$ cat src/rtl/riscv_ex_muldiv_pkg.sv
// riscv_ex_muldiv_pkg
// Shared definitions for the iterative RV32M multiply/divide sequencer.
// It holds the funct3 encodings of the M extension, the sequencer state
// encoding, and helpers that decide which operands are treated as signed.
package riscv_ex_muldiv_pkg;

    localparam int XLEN_DEFAULT = 32;

    localparam logic [2:0] FUNCT3_M_MUL    = 3'b000;
    localparam logic [2:0] FUNCT3_M_MULH   = 3'b001;
    localparam logic [2:0] FUNCT3_M_MULHSU = 3'b010;
    localparam logic [2:0] FUNCT3_M_MULHU  = 3'b011;
    localparam logic [2:0] FUNCT3_M_DIV    = 3'b100;
    localparam logic [2:0] FUNCT3_M_DIVU   = 3'b101;
    localparam logic [2:0] FUNCT3_M_REM    = 3'b110;
    localparam logic [2:0] FUNCT3_M_REMU   = 3'b111;

    typedef enum logic [1:0] {
        MD_IDLE = 2'd0,
        MD_BUSY = 2'd1,
        MD_DONE = 2'd2
    } md_state_e;

    // rs1 is signed for every op except the fully unsigned ones
    function automatic logic is_signed_a(input logic [2:0] funct3);
        return !((funct3 == FUNCT3_M_MULHU) || (funct3 == FUNCT3_M_DIVU) ||
                 (funct3 == FUNCT3_M_REMU));
    endfunction

    // rs2 is signed like rs1, except MULHSU treats it as unsigned
    function automatic logic is_signed_b(input logic [2:0] funct3);
        return is_signed_a(funct3) && (funct3 != FUNCT3_M_MULHSU);
    endfunction

    // bit 2 of funct3 separates the divide group from the multiply group
    function automatic logic is_div_op(input logic [2:0] funct3);
        return funct3[2];
    endfunction

endpackage

$ cat src/rtl/riscv_ex_muldiv_negate.sv
// riscv_ex_muldiv_negate
// Conditional two's-complement negation. It produces the operand magnitudes
// before iteration and applies the final sign to the product, quotient or
// remainder.
// Ports:
//   i_value  - value to pass through or negate
//   i_negate - 1 selects -i_value (modulo 2^WIDTH)
//   o_value  - result
module riscv_ex_muldiv_negate #(
    parameter int WIDTH = 32
) (
    input  logic [WIDTH-1:0] i_value,
    input  logic             i_negate,
    output logic [WIDTH-1:0] o_value
);

    assign o_value = i_negate ? (~i_value + WIDTH'(1)) : i_value;

endmodule

$ cat src/rtl/riscv_ex_muldiv.sv
// riscv_ex_muldiv
// Iterative RV32M multiply/divide sequencer that sits beside the EX-stage ALU.
// It accepts one M instruction and stalls the pipeline for XLEN+1 cycles while
// it iterates. It then presents the result for one cycle, or for longer while
// i_hold is high.
// Ports:
//   i_clk, i_rst        - clock; synchronous active-high reset
//   i_valid, i_funct3   - M instruction present in EX and its operation
//   i_op_a, i_op_b      - forwarded rs1 / rs2 values
//   i_hold              - EX is frozen by another stall source
//   i_flush             - kill the instruction in EX
//   o_stall             - freeze IF/ID/EX while the operation is accepted or iterating
//   o_done              - o_result is valid for the instruction in EX
//   o_result            - registered result
module riscv_ex_muldiv
    import riscv_ex_muldiv_pkg::*;
#(
    parameter int XLEN = XLEN_DEFAULT
) (
    input  logic            i_clk,
    input  logic            i_rst,
    input  logic            i_valid,
    input  logic [2:0]      i_funct3,
    input  logic [XLEN-1:0] i_op_a,
    input  logic [XLEN-1:0] i_op_b,
    input  logic            i_hold,
    input  logic            i_flush,
    output logic            o_stall,
    output logic            o_done,
    output logic [XLEN-1:0] o_result
);

    localparam int CNT_W = $clog2(XLEN);

    md_state_e        state_q, state_d;
    logic [CNT_W-1:0] count_q, count_d;
    logic [2:0]       funct3_q, funct3_d;
    logic [XLEN-1:0]  abs_a_q, abs_a_d;
    logic [XLEN-1:0]  abs_b_q, abs_b_d;
    logic             neg_a_q, neg_a_d;
    logic             neg_b_q, neg_b_d;
    logic [XLEN-1:0]  hi_q, hi_d;
    logic [XLEN-1:0]  lo_q, lo_d;
    logic [XLEN-1:0]  result_q, result_d;

    // ---------------- operand conditioning at accept time ----------------
    logic            neg_a_in, neg_b_in;
    logic [XLEN-1:0] abs_a_in, abs_b_in;

    assign neg_a_in = is_signed_a(i_funct3) && i_op_a[XLEN-1];
    assign neg_b_in = is_signed_b(i_funct3) && i_op_b[XLEN-1];

    riscv_ex_muldiv_negate #(.WIDTH(XLEN)) u_abs_a (
        .i_value  (i_op_a),
        .i_negate (neg_a_in),
        .o_value  (abs_a_in)
    );

    riscv_ex_muldiv_negate #(.WIDTH(XLEN)) u_abs_b (
        .i_value  (i_op_b),
        .i_negate (neg_b_in),
        .o_value  (abs_b_in)
    );

    // Divide by zero and signed overflow have architecturally fixed results,
    // so they bypass iteration and go straight to DONE.
    logic            div_by_zero, div_ovf, special_case;
    logic [XLEN-1:0] special_result;

    assign div_by_zero  = is_div_op(i_funct3) && (i_op_b == '0);
    assign div_ovf      = ((i_funct3 == FUNCT3_M_DIV) || (i_funct3 == FUNCT3_M_REM)) &&
                          (i_op_a == {1'b1, {(XLEN-1){1'b0}}}) && (i_op_b == '1);
    assign special_case = div_by_zero || div_ovf;

    // funct3[1] separates the remainder ops from the quotient ops
    always_comb begin
        special_result = '0;
        if (div_by_zero) begin
            special_result = i_funct3[1] ? i_op_a : '1;
        end else if (div_ovf) begin
            special_result = i_funct3[1] ? '0 : i_op_a;
        end
    end

    // ---------------- shared per-iteration adder ----------------
    // Multiply: {hi,lo} starts as {0,|b|}. The adder adds |a| into hi when
    // lo[0] is set, then the pair shifts right by one.
    // Divide: hi is the partial remainder and lo starts as |a|. The adder
    // subtracts |b| from {hi,lo[msb]}; a non-negative difference is kept and
    // a 1 is shifted into the quotient.
    logic            is_mul_q;
    logic [XLEN:0]   add_x, add_y, add_sum;
    logic            add_cin;
    logic [XLEN-1:0] iter_hi, iter_lo;

    assign is_mul_q = !is_div_op(funct3_q);

    always_comb begin
        add_x   = {1'b0, hi_q};
        add_y   = '0;
        add_cin = 1'b0;
        if (is_mul_q) begin
            add_y = lo_q[0] ? {1'b0, abs_a_q} : '0;
        end else begin
            add_x   = {hi_q, lo_q[XLEN-1]};
            add_y   = ~{1'b0, abs_b_q};
            add_cin = 1'b1;
        end
    end

    assign add_sum = add_x + add_y + {{XLEN{1'b0}}, add_cin};

    always_comb begin
        iter_hi = hi_q;
        iter_lo = lo_q;
        if (is_mul_q) begin
            iter_hi = add_sum[XLEN:1];
            iter_lo = {add_sum[0], lo_q[XLEN-1:1]};
        end else if (!add_sum[XLEN]) begin
            iter_hi = add_sum[XLEN-1:0];
            iter_lo = {lo_q[XLEN-2:0], 1'b1};
        end else begin
            iter_hi = add_x[XLEN-1:0];
            iter_lo = {lo_q[XLEN-2:0], 1'b0};
        end
    end

    // ---------------- sign fix-up of the final iteration ----------------
    logic [2*XLEN-1:0] prod_fix;
    logic [XLEN-1:0]   div_raw, div_fix;
    logic              div_neg;
    logic [XLEN-1:0]   final_result;

    riscv_ex_muldiv_negate #(.WIDTH(2*XLEN)) u_fix_prod (
        .i_value  ({iter_hi, iter_lo}),
        .i_negate (neg_a_q ^ neg_b_q),
        .o_value  (prod_fix)
    );

    // The remainder follows the dividend's sign; the quotient is negated
    // when the operand signs differ.
    assign div_raw = funct3_q[1] ? iter_hi : iter_lo;
    assign div_neg = funct3_q[1] ? neg_a_q : (neg_a_q ^ neg_b_q);

    riscv_ex_muldiv_negate #(.WIDTH(XLEN)) u_fix_div (
        .i_value  (div_raw),
        .i_negate (div_neg),
        .o_value  (div_fix)
    );

    always_comb begin
        final_result = div_fix;
        if (is_mul_q) begin
            final_result = (funct3_q[1:0] == 2'b00) ? prod_fix[XLEN-1:0]
                                                    : prod_fix[2*XLEN-1:XLEN];
        end
    end

    logic last_iter;
    assign last_iter = (count_q == CNT_W'(XLEN-1));

    // ---------------- FSM: state register ----------------
    always_ff @(posedge i_clk) begin
        if (i_rst) begin
            state_q <= MD_IDLE;
        end else begin
            state_q <= state_d;
        end
    end

    // ---------------- FSM: next state ----------------
    always_comb begin
        state_d = state_q;
        case (state_q)
            MD_IDLE: if (i_valid) state_d = special_case ? MD_DONE : MD_BUSY;
            MD_BUSY: if (last_iter) state_d = MD_DONE;
            MD_DONE: if (!i_hold) state_d = MD_IDLE;
            default: state_d = MD_IDLE;
        endcase
        if (i_flush) begin
            state_d = MD_IDLE;
        end
    end

    // ---------------- FSM: outputs ----------------
    always_comb begin
        o_stall = 1'b0;
        o_done  = 1'b0;
        if (!i_rst && !i_flush) begin
            o_stall = ((state_q == MD_IDLE) && i_valid) || (state_q == MD_BUSY);
            o_done  = (state_q == MD_DONE);
        end
    end

    assign o_result = result_q;

    // ---------------- datapath next-state ----------------
    always_comb begin
        count_d  = count_q;
        funct3_d = funct3_q;
        abs_a_d  = abs_a_q;
        abs_b_d  = abs_b_q;
        neg_a_d  = neg_a_q;
        neg_b_d  = neg_b_q;
        hi_d     = hi_q;
        lo_d     = lo_q;
        result_d = result_q;
        case (state_q)
            MD_IDLE: begin
                if (i_valid && !i_flush) begin
                    funct3_d = i_funct3;
                    abs_a_d  = abs_a_in;
                    abs_b_d  = abs_b_in;
                    neg_a_d  = neg_a_in;
                    neg_b_d  = neg_b_in;
                    count_d  = '0;
                    hi_d     = '0;
                    lo_d     = is_div_op(i_funct3) ? abs_a_in : abs_b_in;
                    if (special_case) begin
                        result_d = special_result;
                    end
                end
            end
            MD_BUSY: begin
                if (!i_flush) begin
                    hi_d    = iter_hi;
                    lo_d    = iter_lo;
                    count_d = count_q + CNT_W'(1);
                    if (last_iter) begin
                        result_d = final_result;
                    end
                end
            end
            default: ;
        endcase
    end

    // ---------------- datapath registers ----------------
    always_ff @(posedge i_clk) begin
        if (i_rst) begin
            count_q  <= '0;
            funct3_q <= '0;
            abs_a_q  <= '0;
            abs_b_q  <= '0;
            neg_a_q  <= 1'b0;
            neg_b_q  <= 1'b0;
            hi_q     <= '0;
            lo_q     <= '0;
            result_q <= '0;
        end else begin
            count_q  <= count_d;
            funct3_q <= funct3_d;
            abs_a_q  <= abs_a_d;
            abs_b_q  <= abs_b_d;
            neg_a_q  <= neg_a_d;
            neg_b_q  <= neg_b_d;
            hi_q     <= hi_d;
            lo_q     <= lo_d;
            result_q <= result_d;
        end
    end

endmodule
$ cat config.mk
export PLATFORM = sky130hd
export DESIGN_NAME = riscv_ex_muldiv
export DESIGN_NICKNAME = d
export VERILOG_FILES = /design/src/rtl/riscv_ex_muldiv_pkg.sv /design/src/rtl/riscv_ex_muldiv_negate.sv /design/src/rtl/riscv_ex_muldiv.sv
export SDC_FILE = /design/constraint.sdc
export NUM_CORES = 1
export LEC_CHECK = 0
export CAP_MARGIN = 20
export CORE_ASPECT_RATIO = 1.5
export CORE_UTILIZATION = 55
export DETAILED_ROUTE_END_ITERATION = 8
export PLACE_DENSITY = 0.87
export SLEW_MARGIN = 20
export SYNTH_ARGS = -nofsm -noshare
export SYNTH_HDL_FRONTEND = slang
export SYNTH_SLANG_ARGS = --single-unit
export TNS_END_PERCENT = 20
$ cat constraint.sdc
create_clock -name i_clk -period 12.9 [get_ports i_clk]
set_input_delay 3.87 -clock i_clk [delete_from_list [all_inputs] [get_ports i_clk]]
set_output_delay 3.87 -clock i_clk [all_outputs]
set_load 0.01 [all_outputs]
==> results by group <==
Run status
  • Outcome: complete, no violations

Die
  • Die Span Y: 218 um
  • Num rows: 78
  • Die ar.: 31700 sq um
  • # IOs: 106
  • Initial Util: a little under three fifths
  • Placeable core area: between 30000 and 40000 sq um
  • Die width: between 100 and 150 um

GRT
  • Largest net degree at the start of global routing: roughly 110
  • Number of global-route vias before repair: 18400
  • First-pass GRT wire length: ~110000 um
  • Global route total overflow: 0
  • Initial antenna violation count: 2
  • GRT Util Overall: a little over two fifths

STA
  • Clock skew: roughly 11 ps
  • Final setup viols: 0
  • Max-slew violations: 0
  • Fin crit share: 75.5%
  • Final Hold Fails: 0
  • RSZ-0062 raised after global routing: false
  • Slew @ Worst Pin: around 1100 ps
  • Setup ws final: around 3200 ps
  • Fin crit period: between 9000 and 10000 ps
  • Max Fclk: 103 MHz
  • Setup TNS: 0 ps
  • Max_slew headroom: 24.0%

Detailed routing
  • Residual DRC: 0
  • DR vias: around 20000
  • ANT nets after route: 0
  • Per-cell routed wire length: 24.7 um
  • Drt first pass iters: 8
  • DRT Wirelength: 69500 um
  • DRT iter0 DRCs: roughly 2500
  • Vias/cell: ~7.0

Yosys
  • Post-synth top cells: nor2_1 (326), nand2_1 (251), a21oi_1 (185)
  • Synth area leader: dfxtp_1
  • EDFF count, synth: 0
  • Post-synthesis sequential area ratio: just over 20%
  • Ys Warns: 0
  • Cell Area, Synth: 17100 sq um
  • Syn_nets: 2526
  • Syn Area/Cell: just over 7 sq um
  • Post-synth ARST share: 0%
  • Unique cell type count in the Yosys netlist: between 100 and 150
  • Prevailing post-synth register cell: dfxtp_1
  • Seq cells post-synth: approximately 170
  • Most common cell in the netlist: nor2_1
  • Largest cells by area after synthesis: dfxtp_1 (20%), nor2_1 (7.2%), nand2_1 (5.5%)
  • Share of the synthesized area in the top cell type: about a fifth
  • Gate Count Post-Synth: about 2400

Power
  • Pleak: roughly 6.5 nW
  • PD cells: between 80 and 90 nW/um^2
  • Worst vdd ir: about 0.11 mV

Clock tree
  • Skew-Pair Late Insertion Delay: between 400 and 500 ps
  • Post-cts resize count: 0
  • Hold-fix buffers, CTS: 0
  • H-tree lvl count: 4
  • Clock transition at the registers of the reported paths: ~70 ps
  • Num CTS Buffers: 17
  • Clk sink count: 172
  • Post-CTS setup buffers: 0
  • CTS Buffer Depth: 2
  • CTS root buf: clkbuf_16
  • TritonCTS clock tree: yes

Placed design
  • Post-detail-place hpwl: 51300 um
  • Final Wtd Congestion: between 0.9 and 1
  • Placed cell areas: between 15000 and 20000 sq um
  • Port bufs: roughly 110
  • Pre-CTS setup slack: between 3000 and 4000 ps
  • Placed insts: 2778

Critical path
  • R2R Setup Slk: just under 4000 ps
  • Critical path class: input pin to primary output
  • Worst-path fanout max: 56
  • CP endpoint kind: primary output
  • End of the critical path: o_stall
  • Reg-to-reg endpoint: o_result[16]
  • Worst Path Arrival: just under 6000 ps
  • R2R depth: 24
  • FF-to-FF Start: funct3_q[2]
  • Crit path launch: i_flush
  • Critical Path RT: around 9000 ps
  • Startpoint types: input pin

Finish
  • Layout area overhead: 10.2%
  • Final std cells w/o fill: around 2800
  • Nets@finish: around 2500
  • Final Util: about three fifths
  • Layout cells sized above 1: between 8 and 9%
  • Finished Cell Area: roughly 19000 sq um

Hold path
  • HP Class: flop to flop
  • HP Start: o_result[1]

Run
  • Max-Cap Viols: 0
layout by cell type, fill, tap and decap left out, drive strengths merged, types with 13 or more instances in the layout:
cell type,Yosys,final
nor3,74,74
ha,39,39
a221oi,16,16
o31ai,34,34
o22ai,13,13
o211ai,36,36
clkdlybuf4s50,0,103
mux2i,62,62
a311oi,17,17
buf,52,41
and2,20,20
inv,30,37
nand3,58,58
nor2b,14,14
nand2,254,254
o21a,15,15
clkbuf,127,19
xnor2,82,82
nor2,327,327
mux2,44,44
a211oi,121,121
or3,24,24
o21ai,190,190
a22oi,36,36
or2,15,15
a21oi,188,188
a31oi,49,49
nand2b,27,27
nand4,25,25
a21o,18,18
dfxtp,172,172
xor2,57,57
nor4,38,38
cell type report:
class	count	area [sq um]
Clock inverter	13	128
Inverter	30	113
Sequential cell	172	3450
Clock buffer	19	453
Antenna cell	2	5.00
Tap cell	400	500
Multi-Input combinational cell	2032	12800
Fill cell	2836	11500
Timing Repair Buffer	144	1340
worst max-delay path: stages:
cell and delay (ps):
clkdlybuf4s50_1 610, nor2_1 150, o21ai_4 80, buf_4 580, nor2_1 80, clkdlybuf4s50_1 500
cells by family (layout without fill, tap and decap cells):
group	count (synthesis)	in the layout	synth area share (%)
other cells	0	2	0
flops	172	172	20.2
buf+inv	209	206	5.05
mux	107	107	6.68
simple gates	924	924	25.4
xor+xnor	139	139	7.14
compound gates	821	821	32.5
fa+ha+maj	41	41	3.10
per-layer routing:
metal  vias up  wire [um]  GRT usage (%)
met3       295       6920           7.87
met5         -          0              0
li1       8918          -              -
met4         0       4830           29.5
met2      1338      31900           69.9
met1      9195      25800           50.7
through the flow:
stage / power [mW] / hold WS, ps
6_report: 1.64 / 457
5_1_grt: 1.69 / 472
4_1_cts: 1.61 / 456
3_5_place_dp: 1.09 / 442
3_3_place_gp: 1.08 / 434
2_1_floorplan: 0.933 / 433
power by group:
part | leakage (nW) | switching [mW] | internal (mW)
clock network | 0.283 | 0.254 | 0.281
registers | 1.40 | 0.0284 | 0.556
logic | 4.81 | 0.337 | 0.181
total | 6.50 | 0.619 | 1.02
state kept, by name, summed over array words and instances, names as in the netlist:
signal / cells
neg_b_q: 1
o_result: 32
hi_q: 32
abs_a_q: 32
count_q: 5
state_q: 2
abs_b_q: 32
funct3_q: 3
neg_a_q: 1
lo_q: 32
how the worst min path moves through the flow:
stage	end	depth (start not counted)	slack, ps
global route	abs_b_q[0]	2	470
floorplan	abs_b_q[0]	2	430
detailed placement	o_result[1]	2	440
global placement	o_result[1]	2	430
CTS	abs_b_q[0]	2	460
finish	o_result[1]	2	460
No activity file was read; power rests on OpenSTA's default activity.
